**src/rtl/lif_scheduler.sv**
```systemverilog
// lif_scheduler
//   Round-robin arbiter that time-shares one LIF node between four requesters.
//   A granted requester's 4-bit weight is driven onto the node input lane for
//   HOLD_CYCLES cycles. The node output is then sampled and returned, tagged
//   with the requester ID, followed by a GAP_CYCLES cool-down with the lane at 0.
//
// Ports
//   clk        system clock, rising-edge
//   rst        asynchronous active-high reset
//   req_valid  per-requester burst pending
//   req_data   requester i weight in [4i+3:4i]
//   req_ready  one-hot accept pulse (IDLE only, combinational)
//   node_in    weight driven to the shared node (registered)
//   node_out   shared node output
//   resp_valid one-cycle response strobe
//   resp_id    requester ID of the response
//   resp_data  node_out sampled for that burst
//   busy       high whenever the scheduler is not IDLE
module lif_scheduler #(
  parameter int HOLD_CYCLES = 4,
  parameter int GAP_CYCLES  = 2,
  parameter int CNT_W       = 4
) (
  input  logic        clk,
  input  logic        rst,
  input  logic [3:0]  req_valid,
  input  logic [15:0] req_data,
  output logic [3:0]  req_ready,
  output logic [3:0]  node_in,
  input  logic [3:0]  node_out,
  output logic        resp_valid,
  output logic [1:0]  resp_id,
  output logic [3:0]  resp_data,
  output logic        busy
);

  typedef enum logic [1:0] {IDLE, DRIVE, SAMPLE, COOL} state_t;

  // Counter is loaded with (cycles - 1) on state entry and exits at zero.
  localparam logic [CNT_W-1:0] HOLD_LD = CNT_W'(HOLD_CYCLES - 1);
  localparam logic [CNT_W-1:0] GAP_LD  = (GAP_CYCLES > 0) ? CNT_W'(GAP_CYCLES - 1) : '0;

  state_t           state_q, state_d;
  logic [CNT_W-1:0] cnt_q, cnt_d;
  logic [1:0]       ptr_q, ptr_d;
  logic [3:0]       weight_q, weight_d;
  logic [1:0]       gid_q, gid_d;
  logic [3:0]       node_in_q, node_in_d;
  logic             resp_valid_q, resp_valid_d;
  logic [1:0]       resp_id_q, resp_id_d;
  logic [3:0]       resp_data_q, resp_data_d;

  logic       found;
  logic [1:0] sel;
  logic [1:0] idx;

  // Search upward from ptr+1 with wrap; i=4 wraps back to ptr itself.
  always_comb begin
    found = 1'b0;
    sel   = ptr_q;
    idx   = '0;
    for (int i = 1; i <= 4; i++) begin
      idx = ptr_q + 2'(i);
      if (!found && req_valid[idx]) begin
        found = 1'b1;
        sel   = idx;
      end
    end
  end

  always_comb begin
    state_d      = state_q;
    cnt_d        = cnt_q;
    ptr_d        = ptr_q;
    weight_d     = weight_q;
    gid_d        = gid_q;
    resp_valid_d = 1'b0;
    resp_id_d    = resp_id_q;
    resp_data_d  = resp_data_q;
    req_ready    = '0;
    case (state_q)
      IDLE: begin
        if (found && !rst) begin
          req_ready = 4'b0001 << sel;
          weight_d  = req_data[{sel, 2'b00} +: 4];
          gid_d     = sel;
          ptr_d     = sel;
          cnt_d     = HOLD_LD;
          state_d   = DRIVE;
        end
      end
      DRIVE: begin
        if (cnt_q == '0) begin
          state_d = SAMPLE;
          cnt_d   = '0;
        end else begin
          cnt_d = cnt_q - CNT_W'(1);
        end
      end
      SAMPLE: begin
        resp_valid_d = 1'b1;
        resp_id_d    = gid_q;
        resp_data_d  = node_out;
        if (GAP_CYCLES == 0) begin
          state_d = IDLE;
        end else begin
          state_d = COOL;
          cnt_d   = GAP_LD;
        end
      end
      COOL: begin
        if (cnt_q == '0) begin
          state_d = IDLE;
        end else begin
          cnt_d = cnt_q - CNT_W'(1);
        end
      end
      default: state_d = IDLE;
    endcase
    // Registered lane: valid from the cycle after the grant.
    node_in_d = (state_d == DRIVE) ? weight_d : '0;
  end

  always_ff @(posedge clk or posedge rst) begin
    if (rst) begin
      state_q      <= IDLE;
      cnt_q        <= '0;
      ptr_q        <= 2'd3;
      weight_q     <= '0;
      gid_q        <= '0;
      node_in_q    <= '0;
      resp_valid_q <= 1'b0;
      resp_id_q    <= '0;
      resp_data_q  <= '0;
    end else begin
      state_q      <= state_d;
      cnt_q        <= cnt_d;
      ptr_q        <= ptr_d;
      weight_q     <= weight_d;
      gid_q        <= gid_d;
      node_in_q    <= node_in_d;
      resp_valid_q <= resp_valid_d;
      resp_id_q    <= resp_id_d;
      resp_data_q  <= resp_data_d;
    end
  end

  assign node_in    = node_in_q;
  assign resp_valid = resp_valid_q;
  assign resp_id    = resp_id_q;
  assign resp_data  = resp_data_q;
  assign busy       = (state_q != IDLE);

endmodule

```
**config.mk**
```make
export PLATFORM = sky130hd
export DESIGN_NAME = lif_scheduler
export DESIGN_NICKNAME = d
export VERILOG_FILES = /design/src/rtl/lif_scheduler.sv
export SDC_FILE = /design/constraint.sdc
export NUM_CORES = 1
export LEC_CHECK = 0
export CORE_MARGIN = 2
export CORE_UTILIZATION = 52
export DETAILED_ROUTE_END_ITERATION = 8
export DONT_BUFFER_PORTS = 1
export PLACE_DENSITY = 0.65
export SLEW_MARGIN = 25
export SYNTH_ARGS = -nofsm -noshare
export SYNTH_HDL_FRONTEND = slang
export SYNTH_SLANG_ARGS = --single-unit
```
**constraint.sdc**
```tcl
create_clock -name clk -period 2.55 [get_ports clk]
set_clock_uncertainty 0.15 [all_clocks]
set_input_delay 0.6375 -clock clk [delete_from_list [all_inputs] [get_ports clk]]
set_output_delay 0.6375 -clock clk [all_outputs]
set_load 0.01 [all_outputs]
```
; ---- Yosys cells after proc, flatten, opt, wreduce, memory -nomap -nowiden
; Cells that the tools add are included.
[totals]
regBits = 25
input_bits = 26
out_inout_bits = 16
[classes]
addsub = 4
order_cmp = 4
n_eq_ne = 6
shift = 2
muxes = 30
n_reduce_logical = 13
[ops]
columns = cell, count
row1 = $mux W4, 8
row2 = $pmux W4 S4, 1
row3 = $shiftx A16 B5 Y4, 1
row4 = $mux W2, 7
row5 = $lt A2 B3 Y1 const B, 4
row6 = $mux W1, 9
row7 = $bmux W1 S2, 4
row8 = $pmux W2 S4, 1
row9 = $add A2 B2 Y2 const B, 2
row10 = $eq A2 B1 Y1 const B, 2
row11 = $eq A2 B2 Y1 const B, 2
row12 = $logic_and A1 B1 Y1, 4
row13 = $logic_not A1 Y1, 4
row14 = $logic_not A4 Y1, 1
row15 = $ne A2 B2 Y1 const B, 2
row16 = $reduce_and A2 Y1, 2
row17 = $shl A1 B2 Y4 const A, 1
row18 = $sub A4 B1 Y4 const B, 1
row19 = $add A2 B1 Y2 const B, 1
row20 = $logic_not A2 Y1, 1
row21 = $reduce_bool A2 Y1, 1

; ---- Longest topological paths before layout
[depth]
ltp_word = 18
depth_mapped = 6
mapped_depth_nobuf = 6

; ---- Least setup slack after synthesis
; OpenSTA, ideal clock, no wires.
[synth_path]
path_kind = in2out
from = in rst
to = out req_ready[2]
arrival_ns = 1.825
setup_slack_ns = -0.062
stages = 4
path_buffers = 0
path_cell_list = inv_1 > and3_1 > nand2_1 > nor2_1
[synth_via]
elab_chain_cells = 4
[synth_rtl]
columns = element, line
row1 = from (decl), 25  ; input logic rst,
row2 = $logic_not A1 Y1 (no line), -
row3 = $logic_and A1 B1 Y1, 83  ; if (found && !rst) begin
row4 = $mux W4, 83
row5 = $mux W4, 81  ; case (state_q)
row6 = to (decl), 28  ; output logic [3:0] req_ready,
; No other way between the ends.

; ---- Worst setup path after layout
[layout_path]
from = reg ptr_q[1]
to = out req_ready[1]
[layout_via]
elab_chain_cells = 16
word_cells_on_any_way = 29
[layout_rtl]
columns = element, line
row1 = from (decl), 45  ; logic [1:0] ptr_q, ptr_d;
row2 = from (signal assigned), 138  ; ptr_q <= ptr_d;
row3 = $add A2 B1 Y2, 63  ; idx = ptr_q + 2'(i);
row4 = $bmux W1 S2, 64  ; if (!found && req_valid[idx]) begin
row5 = $mux W1 (implied by the code), 64
row6 = $mux W1, 64
row7 = $logic_not A1 Y1, 64
row8 = $logic_and A1 B1 Y1, 64
row9 = $mux W1, 64
row10 = $logic_not A1 Y1, 64
row11 = $logic_and A1 B1 Y1, 64
row12 = $mux W1, 64
row13 = $logic_not A1 Y1, 64
row14 = $logic_and A1 B1 Y1, 64
row15 = $mux W2 or $mux W1 (tied branches), 64
row16 = $shl A1 B2 Y4 or $logic_and A1 B1 Y1 (tied branches), "84, 83"
row17 = $mux W4 (*), 83
row18 = $mux W4 (*), 81
; Mark *: on every way between the ends. The rest lies on a longest branch, timed or not. The select of a mux whose other input is x is not followed.

==> impl_metrics.toml <==
[hold_path]
hold_class = "in -> async"

[critical_path]
cp_data_required_time_ns = 1.76
worstPathArrival_ns = 1.72
cp_max_fo = 7
reg2reg_depth = 4
crit_path_end_kind = "output port"
worstReg2RegStart = "ptr_q[1]"
worstSetupStartpointType = "flop"
slowest_stage = "dfstp_2"
crit_family = "flip-flops"
reg2reg_slack_ns = 0.45
slowest_delay_ns = 0.63
timing.rr.end = "node_in[0]"
worstSetupPathType = "reg -> out"
worst-path-buf-inv = 0
crit_chain = "mux2_4 -> o221a_4 -> nor2_4"

[global_routing]
grt_max_degree = 27
gr-usage-met2_pct = 29.7
met1_usage_pct = 25.9
gr-total-overflow = 0
grt_pass1_vias = 892
track_usage_pct = 18.9
grt_pass1_wl_um = 3950
grt-busiest-layer = "met2"
grt_util_met3_pct = 3.06
antenna_found_initial = 0

[timing]
maxSlewHeadroom_pct = 59.8
worst_slew_pin_slew_ns = 0.601
finalMaxSlewViolations = 0
post-route-min-period_ns = 2.51
hold_ws_ns = 0.125
max_freq_mhz = 398
tns_ns = 0
setup_violations = 0
hold_viol = 0
rsz0062_at_grt = "true"
finalCritPeriodShare_pct = 98.4

[logic_synthesis]
synth.avg_cell_area_um2 = 10.2
synthDominantCellAreaShare_pct = 44.2
synthTopCellsByArea = "dfrtp_1, mux2_2, a221oi_1, nand2_1, o31ai_1"
synth-edff-count = 0
yosysUniqueCellTypes = 31
netlist_area_um2 = 1300
synthArstFlopShare_pct = 100
synth_ff_type = "dfrtp_1"
seq_area_frac_synth_pct = 48.2
synthCells = 128
synth-warning-count = 0
synth_nets = 156
synth_largest_area_cell = "dfrtp_1"
ys_ff_latch = 25

[drt]
drt_wl_total_um = 2670
vias = 1014
via_per_inst = 6.11
wire_per_inst_um = 16.1
drtIter0Drc = 23
drc_errors = 0
first_pass_iters = 4
postRouteAntennaNets = 0

[clock_tree]
cts_tree = "built"
cts_made_buffers = 3
cts_buffer_depth = 2
cts_root_buf = "clkbuf_4"
worstSkewPairLatency_ns = 0.31
cts.sinks = 25
clk_pin_slew_ns = 0.13
postCtsHoldBufs = 0
htreeDepth = 1

[placed_design]
gp_congestion = 0.815
port_buffers = 0
dp_hpwl_um = 1930
placedCellCount = 158
post_dp_cell_area_um2 = 1350

[floorplanning]
start_util_pct = 53.5
io_pins = 42
coreArea_um2 = 2430
fp-row-count = 18
die-area_um2 = 2920
die_h_um = 54.1
die_x_um = 54.1

[layout]
final-instance-count-excl-fill = 166
area_delta_synth_final_pct = 13.4
seq_area_um2 = 628
fillCellCount = 210
drive_gt1_share_pct = 26.5
diodes = 0
final_common_cell = "dfrtp_1"
fin_nets = 165
multi_input_area_um2 = 703
final_cell_mix = "dfrtp_1, nand2_1, and2_1, a221oi_1, o31ai_1"
post-route-cell-area_um2 = 1480

[flow_run]
cap_violations = 0

[pwr]
power_density_nw_per_um2 = 1120
max-vdd-ir-drop_v = 0.000721
power_leakage_nw = 0.623

[outcome]
run_status = "finished, final reports clean"
## synthesized netlist by cell type, types with 2 or more instances
| master | instances |
|---|---|
| a21oi_1 | 5 |
| a221oi_1 | 8 |
| and2_1 | 8 |
| and3_1 | 2 |
| buf_2 | 2 |
| dfrtp_1 | 23 |
| dfstp_2 | 2 |
| ha_1 | 2 |
| inv_1 | 7 |
| mux2_2 | 8 |
| nand2_1 | 18 |
| nor2_1 | 9 |
| nor2b_1 | 2 |
| nor3_1 | 2 |
| o21a_1 | 2 |
| o21ai_0 | 4 |
| o31ai_1 | 9 |
| or3_1 | 2 |
## metrics by stage
step,power (mW),utilization (%),worst slack [ns]
finish,1.66,60.8,0.0401
global route,1.80,60.8,-0.0343
CTS,1.62,59.3,0.000562
detailed placement,1.38,55.6,0.0612
global placement,1.35,55.6,0.112
floorplan,1.24,-,0.169
## routing by layer
layer	vias to the layer above	routed length (µm)
met5	-	0
met4	0	45
met3	5	144
met2	36	1320
met1	489	1160
li1	484	-
## worst max-delay path by stage
stage / startpoint / to / slack [ns] / cells past startpoint
final: ptr_q[1] / req_ready[1] / 0.04 / 3
after CTS: ptr_q[0] / req_ready[3] / 0.0006 / 3
after detailed placement: req_valid[3] / req_ready[0] / 0.06 / 4
after global routing: ptr_q[0] / req_ready[0] / -0.03 / 4
after floorplan: req_valid[1] / req_ready[2] / 0.17 / 4
after global placement: req_valid[3] / req_ready[1] / 0.11 / 4
## repair_timing
item                       4_1_cts  5_1_grt
pin swaps                        2        4
resized for setup               11        7
setup endpoints to repair        4        4
setup buffers                    2        2
## flip-flops by register name (all words and copies together), names as in the netlist
register and count:
resp_id 2, cnt_q 4, state_q 2, ptr_q 2, resp_valid 1, node_in 4
gid_q 2, weight_q 4, resp_data 4
## worst register-to-register path: stages, from the launching register on
cell	delay (ns)
dfstp_2	0.63
mux2_4	0.35
o22a_2	0.28
a221oi_1	0.42
o31ai_1	0.15
## layout make-up
type,count,share of cell area (%)
Inverter,7,2.03
Clock buffer,4,1.78
Timing Repair Buffer,7,3.56
Tap cell,30,2.54
Sequential cell,25,42.5
Multi-Input combinational cell,93,47.6
## power breakdown
group          switching (mW)  total, mW  internal (mW)
sequential              0.168      0.751          0.583
clock                   0.112      0.173         0.0612
combinational           0.384      0.738          0.354
## logic make-up (layout without fill, tap and decap cells)
| group | after synthesis | after routing | synth area share [%] |
|---|---|---|---|
| buffers and inverters | 10 | 18 | 3.07 |
| adders and majority gates | 2 | 2 | 1.92 |
| AOI/OAI and AO/OA | 34 | 34 | 20.7 |
| DFF | 25 | 25 | 48.2 |
| and+or+nand+nor | 48 | 48 | 18.5 |
| muxes | 8 | 8 | 6.92 |
| xor gates and xnor gates | 1 | 1 | 0.673 |
Power figures use the tool's default switching activity.
